<file path="src/rtl/sw_pkg.sv">
// Shared defaults and state type for the slide-switch conditioning slice.
// Imported by the per-channel debouncer and the top-level event logic.
package sw_pkg;

  localparam int N_SW_DEF        = 16;
  localparam int SYNC_STAGES_DEF = 2;
  localparam int DB_CYCLES_DEF   = 1_000_000;

  typedef enum logic {
    ST_STABLE,
    ST_COUNT
  } db_state_t;

endpackage

</file>
<file path="src/rtl/sw_debounce_ch.sv">
// One switch channel: synchroniser chain, debounce FSM and counter,
// committed level plus registered one-cycle rise/fall pulses.
module sw_debounce_ch
  import sw_pkg::*;
#(
  parameter int SYNC_STAGES = SYNC_STAGES_DEF,
  parameter int DB_CYCLES   = DB_CYCLES_DEF
) (
  input  logic clk_i,
  input  logic rst_i,
  input  logic sw_i,
  output logic db_o,
  output logic rise_o,
  output logic fall_o
);

  localparam int CNT_W = $clog2(DB_CYCLES);
  localparam logic [CNT_W-1:0] CNT_LAST = CNT_W'(DB_CYCLES - 1);
  localparam logic [CNT_W-1:0] CNT_ONE  = CNT_W'(1);

  if (SYNC_STAGES < 2) begin : g_bad_sync
    $error("sw_debounce_ch: SYNC_STAGES must be at least 2");
  end
  if (DB_CYCLES < 2) begin : g_bad_db
    $error("sw_debounce_ch: DB_CYCLES must be at least 2");
  end

  logic [SYNC_STAGES-1:0] sync_q;
  logic                   s;
  db_state_t              state_q, state_d;
  logic [CNT_W-1:0]       cnt_q, cnt_d;
  logic                   db_q, db_d;
  logic                   rise_q, rise_d;
  logic                   fall_q, fall_d;

  assign s = sync_q[SYNC_STAGES-1];

  always_ff @(posedge clk_i) begin
    if (rst_i) begin
      sync_q  <= '0;
      state_q <= ST_STABLE;
      cnt_q   <= '0;
      db_q    <= 1'b0;
      rise_q  <= 1'b0;
      fall_q  <= 1'b0;
    end else begin
      sync_q  <= {sync_q[SYNC_STAGES-2:0], sw_i};
      state_q <= state_d;
      cnt_q   <= cnt_d;
      db_q    <= db_d;
      rise_q  <= rise_d;
      fall_q  <= fall_d;
    end
  end

  // A change commits only after DB_CYCLES consecutive mismatching cycles;
  // any return to the committed level restarts from zero.
  always_comb begin
    state_d = state_q;
    cnt_d   = cnt_q;
    db_d    = db_q;
    rise_d  = 1'b0;
    fall_d  = 1'b0;
    unique case (state_q)
      ST_STABLE: begin
        if (s != db_q) begin
          state_d = ST_COUNT;
          cnt_d   = CNT_ONE;
        end else begin
          cnt_d   = '0;
        end
      end
      ST_COUNT: begin
        if (s == db_q) begin
          state_d = ST_STABLE;
          cnt_d   = '0;
        end else if (cnt_q == CNT_LAST) begin
          state_d = ST_STABLE;
          cnt_d   = '0;
          db_d    = s;
          rise_d  = s;
          fall_d  = ~s;
        end else begin
          cnt_d   = cnt_q + CNT_ONE;
        end
      end
      default: begin
        state_d = ST_STABLE;
        cnt_d   = '0;
      end
    endcase
  end

  assign db_o   = db_q;
  assign rise_o = rise_q;
  assign fall_o = fall_q;

endmodule

</file>
<file path="src/rtl/sw_debounce.sv">
// Slide-switch conditioning top: N_SW debounced channels plus a sticky
// change mask with a valid/ack handshake for slower consumers.
module sw_debounce
  import sw_pkg::*;
#(
  parameter int N_SW        = N_SW_DEF,
  parameter int SYNC_STAGES = SYNC_STAGES_DEF,
  parameter int DB_CYCLES   = DB_CYCLES_DEF
) (
  input  logic            CLK,
  input  logic            RST,
  input  logic [N_SW-1:0] sw_in,
  output logic [N_SW-1:0] sw_db,
  output logic [N_SW-1:0] sw_rise,
  output logic [N_SW-1:0] sw_fall,
  output logic [N_SW-1:0] evt_mask,
  output logic            evt_valid,
  input  logic            evt_ack
);

  logic [N_SW-1:0] evt_mask_q, evt_mask_d;

  for (genvar i = 0; i < N_SW; i++) begin : g_ch
    sw_debounce_ch #(
      .SYNC_STAGES(SYNC_STAGES),
      .DB_CYCLES  (DB_CYCLES)
    ) u_ch (
      .clk_i (CLK),
      .rst_i (RST),
      .sw_i  (sw_in[i]),
      .db_o  (sw_db[i]),
      .rise_o(sw_rise[i]),
      .fall_o(sw_fall[i])
    );
  end

  // Pulses arriving in the ack cycle are OR'd in after the clear, so no edge is lost.
  always_comb begin
    evt_mask_d = (evt_ack && evt_valid) ? '0 : evt_mask_q;
    evt_mask_d = evt_mask_d | sw_rise | sw_fall;
  end

  always_ff @(posedge CLK) begin
    if (RST) begin
      evt_mask_q <= '0;
    end else begin
      evt_mask_q <= evt_mask_d;
    end
  end

  assign evt_mask  = evt_mask_q;
  assign evt_valid = |evt_mask_q;

endmodule
</file>
<file path="config.mk">
export PLATFORM = sky130hd
export DESIGN_NAME = sw_debounce
export DESIGN_NICKNAME = d
export VERILOG_FILES = /design/src/rtl/sw_pkg.sv /design/src/rtl/sw_debounce_ch.sv /design/src/rtl/sw_debounce.sv
export SDC_FILE = /design/constraint.sdc
export NUM_CORES = 1
export LEC_CHECK = 0
export ABC_AREA = 1
export CORE_MARGIN = 10
export CORE_UTILIZATION = 30
export DETAILED_ROUTE_END_ITERATION = 8
export PLACE_DENSITY = 0.55
export SLEW_MARGIN = 20
export SYNTH_ARGS = -nofsm -noshare
export SYNTH_HDL_FRONTEND = slang
export SYNTH_SLANG_ARGS = --single-unit
</file>
<file path="constraint.sdc">
create_clock -name CLK -period 3.6 [get_ports CLK]
set_input_delay 1.08 -clock CLK [delete_from_list [all_inputs] [get_ports CLK]]
set_output_delay 1.08 -clock CLK [all_outputs]
set_load 0.03 [all_outputs]
</file>
=== Yosys cells after proc, flatten, opt, wreduce, memory -nomap -nowiden ===
Index checks and enable logic that the tools add are counted.

* Bits in registers: 432
* Output and inout bits: 65
* Logic and storage cells: 390
* Input port bits: 19

* Muxes and demuxes: 129
* Add/sub/neg operators: 16
* Reductions and logical operators: 34
* Bitwise gates (word level): 66
* Equal/unequal tests: 48

{| class="wikitable"
|+ Operators by type and width
! operator !! count
|-
| 20-bit two-way mux || 32
|-
| 20-bit one-hot mux with 2 select lines || 16
|-
| 20-bit by 1-bit adder with 20-bit output, second input constant || 16
|-
| 20-bit equality test, second input constant || 16
|-
| 1-bit two-way mux || 64
|-
| 1-bit inverter || 64
|-
| 4-bit OR reduction || 16
|-
| 3-bit AND reduction || 16
|-
| 16-bit bitwise OR || 2
|-
| 1-bit one-hot mux with 2 select lines || 16
|-
| 1-bit equality test || 16
|-
| 16-bit two-way mux || 1
|-
| 1-bit inequality test || 16
|-
| 16-bit OR reduction || 1
|-
| 1-bit logical AND || 1
|}

=== Longest topological paths before layout ===
Gate-level depths: netlist (run 1).

* Word-level depth: 5
* Gate-level depth with buffers: 10
* Depth with buffers taken out: 10

=== Modules after synthesis ===
A second synthesis (run 1) with hierarchy kept.

* Cells, all modules: 3,001
* Area, all modules: 21,216.6 um^2

{| class="wikitable"
|+ Modules (own cells, without submodules)
! module !! seq. area each (um^2) !! cells an instance !! instances !! area an instance (um^2)
|-
| sw_debounce_ch at g_ch[0].u_ch ... || 520.5 || 182 || 15 || 1,286.2
|-
| sw_debounce_ch at g_ch[9].u_ch || 520.5 || 188 || 1 || 1,302.5
|-
| sw_debounce || 320.3 || 83 || 1 || 620.6
|}

=== Worst setup path before layout (run 1) ===
No wires, ideal clock.

* Path kind: reg2out
* From: register evt_mask_q[15] (netlist: evt_mask[15])
* To: output evt_valid
* Stages on the path, launching flop included: 5
* Data required time: 2.520 ns
* Arrival time: 0.914 ns
* Slack: 1.606 ns
* Buffers on the path: 0
* Cell sequence: dfxtp_1 -> nor2_1 -> nand2_1 -> nor2_1 -> nand2_1

* Longest elaborated chain between the ends: 1

{| class="wikitable"
|+ Ends and longest elaborated chain
! element !! line !! text
|-
| start, declared || sw_debounce.sv:21 || <nowiki>logic [N_SW-1:0] evt_mask_q, evt_mask_d;</nowiki>
|-
| start signal, assigned || sw_debounce.sv:47 || <nowiki>evt_mask_q <= evt_mask_d;</nowiki>
|-
| 16-bit OR reduction || sw_debounce.sv:52 || <nowiki>assign evt_valid = |evt_mask_q;</nowiki>
|-
| end, declared || sw_debounce.sv:17 || <nowiki>output logic evt_valid,</nowiki>
|}

Every way passes these cells.

=== Worst setup path after layout (run 1) ===
* From: register evt_mask_q[13] (netlist: evt_mask[13])
* To: output evt_valid

Same word-level chain as after synthesis.

==> results of run 1 <==
-- cells in the mapped netlist (6+ instances only) --
cell type	instances	area share (%)
a21oi_1	151	3.5
a21oi_2	6	0.24
buf_4	56	1.9
buf_6	13	0.68
dfxtp_1	432	40
ha_1	16	0.93
inv_1	354	6.2
inv_2	12	0.21
nand2_1	791	14
nand2_2	14	0.41
nand3_1	169	3.9
nand3_2	11	0.51
nand3b_1	43	1.5
nand4_1	104	3.0
nor2_1	684	12
nor2_2	39	1.1
nor2_4	8	0.42
nor3_1	26	0.60
nor3_2	9	0.42
o21ai_0	45	1.0
or2_0	12	0.35
or2_2	11	0.32
xnor2_1	40	1.6
xor2_1	91	3.7
-- layout by cell type (no fill, tap or decap), types with 14 or more instances in the layout --
cell	count
dfxtp_1	432
a21oi_1	151
nand3_1	169
nand4_1	104
xor2_1	91
nor2_2	39
nor3_1	26
inv_1	354
nor2_1	684
clkbuf_16	53
ha_1	16
nand2_1	791
xnor2_1	40
o21ai_0	45
nand2_2	14
nand3b_1	43
clkinv_2	14
clkdlybuf4s50_1	82
-- layer usage --
metal,vias up,global-route usage [%]
li1,10060,-
met3,66,2.570
met1,8214,16.79
met2,266,18.44
met4,0,3.360
met5,-,0
-- layout make-up --
class,count,area (sq um)
Timing Repair Buffer,89,873.3
Clock buffer,66,1455
Tap cell,950,1189
Inverter,369,1385
Fill cell,7774,46540
Clock inverter,27,371.6
Sequential cell,432,8648
Multi-Input combinational cell,2298,10900
-- critical path, cell delays in order, from the launching register on --
cell,delay (ns)
dfxtp_1,0.32
nor2_1,0.15
nand2_1,0.07
nor2_1,0.33
nand2_1,0.18
clkdlybuf4s50_1,0.63
-- registers in the layout, summed over array words and instances (netlist names) --
| name | count |
|---|---|
| g_ch.u_ch.db_o | 16 |
| g_ch.u_ch.cnt_q | 320 |
| g_ch.u_ch.sync_q | 32 |
| evt_mask | 16 |
| g_ch.u_ch.rise_o | 16 |
| g_ch.u_ch.fall_o | 16 |
| g_ch.u_ch.state_q | 16 |
-- kinds of logic after synthesis --
logic type	count (synthesis)	synth area share, %
XOR/XNOR	131	5.318
adder cells (fa/ha/maj)	16	0.9279
buffers and inverters	449	9.389
AO/OA/AOI/OAI	213	5.283
flip-flops	432	40.09
AND/OR/NAND/NOR	1938	39.00
-- final timing paths --
check | from | end | slack [ns] | cells after the start
max | evt_mask[13]$_SDFF_PP0_ | evt_valid | 0.24 | 5
min | g_ch[14].u_ch.sync_q[0]$_SDFF_PP0_ | g_ch[14].u_ch.sync_q[1]$_SDFF_PP0_ | 0.38 | 2
max reg2reg | g_ch[13].u_ch.cnt_q[0]$_SDFF_PP0_ | g_ch[13].u_ch.cnt_q[0]$_SDFF_PP0_ | 1.48 | 8
min reg2reg | g_ch[14].u_ch.sync_q[0]$_SDFF_PP0_ | g_ch[14].u_ch.sync_q[1]$_SDFF_PP0_ | 0.38 | 2
-- metrics by stage --
| step | util (%) | total power [mW] |
|---|---|---|
| final | 34.78 | 10.53 |
| after global routing | 34.78 | 10.96 |
| after detailed placement | 32.22 | 5.044 |
| after CTS | 34.78 | 10.74 |
| after global placement | 32.22 | 5.043 |
| after floorplan | - | 4.996 |
-- power by group --
group	leakage (nW)	internal, mW	total [mW]	switching [mW]
Clock	0.903	3.48	5.59	2.11
Combinational	3.71	0.0417	0.109	0.0673
Sequential	3.49	4.81	4.83	0.0208
Total	8.10	8.33	10.5	2.19
==> qor.csv, run 1 <==
metric,value,unit
status,"finished, final reports clean",
Critical Path AT,2.28,ns
routed metal-1 wire length,25650,um
antenna-violating nets left,0,
setup violators final,0,
setup bufs post-CTS,0,
global-route wire length before repair,83910,um
worst-path fanout max,3,
"Hold-fix buffers, CTS",0,
placed cell count,4138,
RePlAce Congestion,0.8573,
Synth Net Count,3214,
Achievable Freq,297.8,MHz
Most used DFF post-synth,dfxtp_1,
DRT iter0 DRCs,915,
PwrDens,424.1,mW/mm^2
Worst EP required,2.52,ns
core area,0.07136,sq mm
Die Ht,288.2,um
Post-synth EDFFs,0,
"Design Area, Final",0.02482,sq mm
initial antenna violation count,0,
crit end category,output port,
met2 routed wirelength,21040,um
synth-to-layout area growth,15.06,%
DR WL/cell,11.92,um
fraction of layout cells with a size suffix above 1,6.583,%
Die W,288.2,um
PnR worst setup slack,0.2424,ns
total grt overflow,0,
Post-synth ARST share,0,%
CTS-repair resized insts,0,
Inserted Diodes,0,
final WL,50430,um
Tightest Pin Transition,0.7674,ns
WL met3,2637,um
DP HPWL,37380,um
DRC errors left,0,
Final period util,93.27,%
Max Used Layer,met4,
Hold WS,0.3847,ns
FP Rows,98,
DP Worst Slack,0.8443,ns
Final Hold Viols,0,
worst clock skew,0.02158,ns
synthesis warning total,0,
vias in the first global route,17210,
full die area,0.08304,sq mm
Via Count,18600,
Tmin final,3.358,ns
"Distinct cells, synth",42,
Leak Pwr,8.102,nW
CTS buffer count,51,
RSZ-0062 raised after global routing,false,
Root Driver,clkbuf_16,
TritonCTS clock tree,built,
# H-tree levels,2,
Initial Utilization,30.23,%
via-per-instance ratio,4.397,
Setup Crit Path Kind,reg -> out,
Clock Sinks,432,
startpoint types,flip-flop,
largest net degree at the start of global routing,23,
max_slew headroom,48.72,%
sequential share of the synthesized area,40.09,%
Post-Syn Area per Cell,6.787,sq um
Max clock buf depth,3,
DR pass1 iterations,5,
Yosys reg bits,432,
Mapped Area,0.02157,sq mm
worst IR drop on VDD,0.0003148,V
Total Nets Final,3276,
Post-DP Area,0.02300,sq mm
Fin Setup TNS,0,ns
Synth Instances,3179,
worst hold path class,reg -> reg,
global-route usage over all layers,12.03,%
pins over their slew limit,0,
clock slew at reported path FFs,0.06,ns
final std cells w/o fill,4231,
Max-Cap Viols,0,
clk_lat worst skew,0.59,ns
IO Port Bufs,83,
I/O Pins,84,
Power figures use the tool's default switching activity.
==> inputs of run 2 (changes only) <==
--- a/config.mk
+++ b/config.mk
@@ -9,6 +9,7 @@
 export CORE_MARGIN = 10
 export CORE_UTILIZATION = 30
 export DETAILED_ROUTE_END_ITERATION = 8
+export MAX_ROUTING_LAYER = met4
 export PLACE_DENSITY = 0.55
 export SLEW_MARGIN = 20
 export SYNTH_ARGS = -nofsm -noshare
==> qor.csv, run 2 (same netlist as run 1, synthesis figures left out) <==
metric,value,unit,change
Worst EP required,2.52,ns,about the same
max_slew headroom,48.77,%,+0.056 points
Max clock buf depth,3,,unchanged
Die Ht,288.2,um,unchanged
status,"finished, final reports clean",,
DR pass1 iterations,7,,+2
via-per-instance ratio,4.395,,about the same
"Design Area, Final",0.02482,sq mm,unchanged
slowest CP cell,clkdlybuf4s50_1,,
total power,10.53,mW,about the same
startpoint types,flip-flop,,
worst hold path class,reg -> reg,,
FP Rows,98,,unchanged
worst-path fanout max,3,,unchanged
worst clock skew,0.02127,ns,-0.0003125 ns
DRC errors left,0,,unchanged
IO Port Bufs,83,,unchanged
synth-to-layout area growth,15.06,%,unchanged
"Hold-fix buffers, CTS",0,,unchanged
CP cell instances,"nor2_1, nand2_1, nor2_1, nand2_1, clkdlybuf4s50_1",,
CTS-repair resized insts,0,,unchanged
global-route wire length before repair,83950,um,about the same
PnR worst setup slack,0.2293,ns,-0.01303 ns
Max stage delay on crit path,0.63,ns,about the same
TritonCTS clock tree,built,,
antenna-violating nets left,0,,unchanged
Fin Setup TNS,0,ns,unchanged
initial antenna violation count,0,,unchanged
RePlAce Congestion,0.8710,,+1.6%
# H-tree levels,2,,unchanged
Root Driver,clkbuf_16,,
Achievable Freq,296.7,MHz,-0.39%
Max-Cap Viols,0,,unchanged
Die W,288.2,um,unchanged
Hold WS,0.3868,ns,+0.002110 ns
core area,0.07136,sq mm,unchanged
PwrDens,424.3,mW/mm^2,about the same
total grt overflow,0,,unchanged
CTS buffer count,51,,unchanged
Crit path max-delay family,simple AND/OR/NAND/NOR gates,,
"leading cell type in the layout, fill and taps excluded",nand2_1,,
clock slew at reported path FFs,0.06,ns,about the same
Leak Pwr,8.102,nW,unchanged
clk_lat worst skew,0.59,ns,about the same
RSZ-0062 raised after global routing,false,,
largest net degree at the start of global routing,23,,unchanged
pins over their slew limit,0,,unchanged
Setup Crit Path Kind,reg -> out,,
global-route usage over all layers,12.40,%,+0.36 points
worst IR drop on VDD,0.0003148,V,about the same
Via Count,18600,,-0.032%
vias in the first global route,17210,,-0.023%
max reg flops,320,,unchanged
Tmin final,3.371,ns,+0.01303 ns
setup violators final,0,,unchanged
DRT iter0 DRCs,930,,+1.6%
Final Hold Viols,0,,unchanged
largest reg by FF count,g_ch.u_ch.cnt_q,,
DR WL/cell,11.92,um,about the same
Total Nets Final,3276,,unchanged
Tightest Pin Transition,0.7666,ns,-0.0008312 ns
final WL,50430,um,about the same
Critical Path AT,2.29,ns,about the same
Initial Utilization,30.23,%,unchanged
setup bufs post-CTS,0,,unchanged
I/O Pins,84,,unchanged
DP Worst Slack,0.8443,ns,unchanged
Clock Sinks,432,,unchanged
full die area,0.08304,sq mm,unchanged
crit end category,output port,,
fraction of layout cells with a size suffix above 1,6.583,%,unchanged
worst path bufs/invs,1,,unchanged
biggest regs,"g_ch.u_ch.cnt_q x320, g_ch.u_ch.sync_q x32",,
Post-DP Area,0.02300,sq mm,unchanged
Final period util,93.63,%,+0.36 points
highest-count cells in the layout ignoring fill and taps,"nand2_1 (791), nor2_1 (684), dfxtp_1 (432)",,
Inserted Diodes,0,,unchanged
DP HPWL,37380,um,unchanged
-- run 2: path summary, 6_finish.rpt --
kind                                                    startpoint                                 end  slack [ns]  cells after the start
worst max-delay path                       evt_mask[13]$_SDFF_PP0_                           evt_valid        0.23                      5
worst min-delay path            g_ch[14].u_ch.sync_q[0]$_SDFF_PP0_  g_ch[14].u_ch.sync_q[1]$_SDFF_PP0_        0.39                      2
worst max register to register   g_ch[13].u_ch.cnt_q[0]$_SDFF_PP0_   g_ch[13].u_ch.cnt_q[0]$_SDFF_PP0_        1.48                      8
worst min register to register  g_ch[14].u_ch.sync_q[0]$_SDFF_PP0_  g_ch[14].u_ch.sync_q[1]$_SDFF_PP0_        0.39                      2
-- run 2: layout make-up --
cell class | count | area [sq um]
clock buffer | 66 | 1455
clock inverter | 27 | 371.6
fill | 7774 | 46540
inverter | 369 | 1385
multi-input combinational | 2298 | 10900
sequential | 432 | 8648
tap | 950 | 1189
timing repair buffer | 89 | 873.3
-- run 2: tightest hold or removal path, stage by stage (launching register included) --
cell	delay, ns
dfxtp_1	0.29
inv_1	0.04
nor2_1	0.03
-- run 2: report_power, final --
group	internal, mW	switching [mW]	total [mW]
Sequential	4.81	0.0207	4.83
Clock	3.48	2.11	5.59
Combinational	0.0417	0.0674	0.109
-- run 2: metal layers --
metal	global-route usage, %	up-vias	routed length, um
met2	18.45	264	21030
met3	2.366	70	2394
li1	-	10060	-
met1	16.93	8203	25910
met4	3.360	0	1089
met5	-	-	0
-- run 2: stage by stage --
stage	util, %	cells
2_1_floorplan	-	3179
3_3_place_gp	32.22	4138
3_5_place_dp	32.22	4138
4_1_cts	34.78	4231
5_1_grt	34.78	4231
6_report	34.78	4231
==> inputs of run 3 (changes only) <==
--- a/config.mk
+++ b/config.mk
@@ -6,10 +6,11 @@
 export NUM_CORES = 1
 export LEC_CHECK = 0
 export ABC_AREA = 1
+export CORE_ASPECT_RATIO = 1.2
 export CORE_MARGIN = 10
 export CORE_UTILIZATION = 30
 export DETAILED_ROUTE_END_ITERATION = 8
-export MAX_ROUTING_LAYER = met4
+export GPL_ROUTABILITY_DRIVEN = 0
 export PLACE_DENSITY = 0.55
 export SLEW_MARGIN = 20
 export SYNTH_ARGS = -nofsm -noshare
==> qor.csv, run 3 (same netlist as run 1, synthesis figures left out) <==
metric,value,unit,change
Max-Cap Viols,0,,unchanged
final WL,50880,um,+0.88%
initial antenna violation count,1,,+1
Worst EP required,2.52,ns,about the same
RSZ-0062 raised after global routing,false,,
IO Port Bufs,83,,unchanged
Initial Utilization,30.35,%,+0.12 points
Setup Crit Path Kind,reg -> out,,
Die W,264.8,um,-8.1%
largest net degree at the start of global routing,24,,+4.3%
Via Count,18640,,+0.24%
biggest regs,"g_ch.u_ch.cnt_q x320, g_ch.u_ch.sync_q x32",,
Tightest Pin Transition,0.7621,ns,-0.004451 ns
# H-tree levels,2,,unchanged
Leak Pwr,8.051,nW,-0.63%
I/O Pins,84,,unchanged
worst-path fanout max,3,,unchanged
Sequential Area,0.008648,sq mm,unchanged
synth-to-layout area growth,14.52,%,
Max clock buf depth,3,,unchanged
Critical Path AT,2.01,ns,-0.28 ns
full die area,0.08309,sq mm,about the same
final core occ,34.76,%,about the same
crit end category,output port,,
core area,0.07109,sq mm,-0.38%
max_slew headroom,49.07,%,+0.30 points
fill cell count,7679,,-1.2%
DP Worst Slack,0.7874,ns,-0.05685 ns
CP cell instances,"nor2_1, nand2_1, nor2_1, nand2_1, clkdlybuf4s50_1",,
DR WL/cell,12.11,um,+1.6%
clock slew at reported path FFs,0.06,ns,about the same
"Hold-fix buffers, CTS",0,,unchanged
Tmin final,3.088,ns,-0.2831 ns
DRC errors left,0,,unchanged
via-per-instance ratio,4.437,,+0.96%
clk_lat worst skew,0.62,ns,+0.03 ns
slowest CP cell,clkdlybuf4s50_1,,
setup bufs post-CTS,0,,unchanged
worst clock skew,0.03741,ns,+0.01614 ns
vias in the first global route,17600,,+2.3%
max reg flops,320,,unchanged
Final Hold Viols,0,,unchanged
Fin Setup TNS,0,ns,unchanged
Max stage delay on crit path,0.60,ns,-0.03 ns
setup violators final,0,,unchanged
highest-count cells in the layout ignoring fill and taps,"nand2_1 (791), nor2_1 (684), dfxtp_1 (432)",,
DR pass1 iterations,5,,-2
antenna-violating nets left,0,,unchanged
PwrDens,419.0,mW/mm^2,-1.2%
Achievable Freq,323.9,MHz,+9.2%
global-route usage over all layers,12.13,%,-0.27 points
CTS buffer count,49,,-3.9%
fraction of layout cells with a size suffix above 1,6.382,%,-0.20 points
Hold WS,0.3990,ns,+0.01215 ns
startpoint types,flip-flop,,
CTS-repair resized insts,0,,unchanged
Final period util,85.77,%,-7.9 points
worst IR drop on VDD,0.0003453,V,+9.7%
global-route wire length before repair,85330,um,+1.6%
DP HPWL,38000,um,+1.7%
total grt overflow,0,,unchanged
Total Nets Final,3273,,-0.092%
Root Driver,clkbuf_16,,
TritonCTS clock tree,built,,
worst hold path class,reg -> reg,,
status,"finished, final reports clean",,
DRT iter0 DRCs,809,,-13%
"leading cell type in the layout, fill and taps excluded",nand2_1,,
Clock Sinks,432,,unchanged
PnR worst setup slack,0.5124,ns,+0.2831 ns
Die Ht,313.8,um,+8.9%
FP Rows,107,,+9.2%
Inserted Diodes,0,,unchanged
largest reg by FF count,g_ch.u_ch.cnt_q,,
Multi-input gate area,0.01090,sq mm,unchanged
pins over their slew limit,0,,unchanged
[run 3: area by class of cell]
class	instances	area share (%)
multi-input combinational	2298	44.12
sequential	432	35.00
clock buffer	67	5.722
inverter	369	5.606
tap	926	4.689
timing repair buffer	88	3.504
clock inverter	21	1.357
[run 3: power by group]
group	internal, mW	leakage, nW	switching (mW)
Combinational	0.0410	3.71	0.0674
Sequential	4.81	3.49	0.0217
Clock	3.32	0.857	2.09
[run 3: worst paths after layout]
kind                                                   startpoint                                end  slack (ns)  cells past startpoint
worst min register to register  g_ch[4].u_ch.sync_q[0]$_SDFF_PP0_  g_ch[4].u_ch.sync_q[1]$_SDFF_PP0_        0.40                      2
worst max-delay path                      evt_mask[13]$_SDFF_PP0_                          evt_valid        0.51                      5
worst min-delay path            g_ch[4].u_ch.sync_q[0]$_SDFF_PP0_  g_ch[4].u_ch.sync_q[1]$_SDFF_PP0_        0.40                      2
worst max register to register  g_ch[13].u_ch.cnt_q[0]$_SDFF_PP0_  g_ch[13].u_ch.cnt_q[0]$_SDFF_PP0_        1.40                      8
[run 3: per-layer routing]
metal	vias to the layer above	global-route usage [%]	share of wire, %
met5	-	0	0.024
met2	225	20.27	45
met1	8302	14.98	47
li1	10040	-	-
met3	73	2.757	5.1
met4	2	4.549	2.9
[run 3: critical path: cells and delay by family, from the launching register on]
family	cells	cell delay, ns
flops	1	0.32
buf+inv	1	0.60
simple gates	4	0.48
[run 3: stage by stage]
| step | instances | instance area (sq um) | total power, mW |
|---|---|---|---|
| after floorplan | 3179 | 21570 | 4.996 |
| after global placement | 4113 | 22960 | 5.045 |
| after detailed placement | 4113 | 22960 | 5.046 |
| after CTS | 4201 | 24710 | 10.56 |
| after global routing | 4201 | 24710 | 10.75 |
| final | 4201 | 24710 | 10.35 |
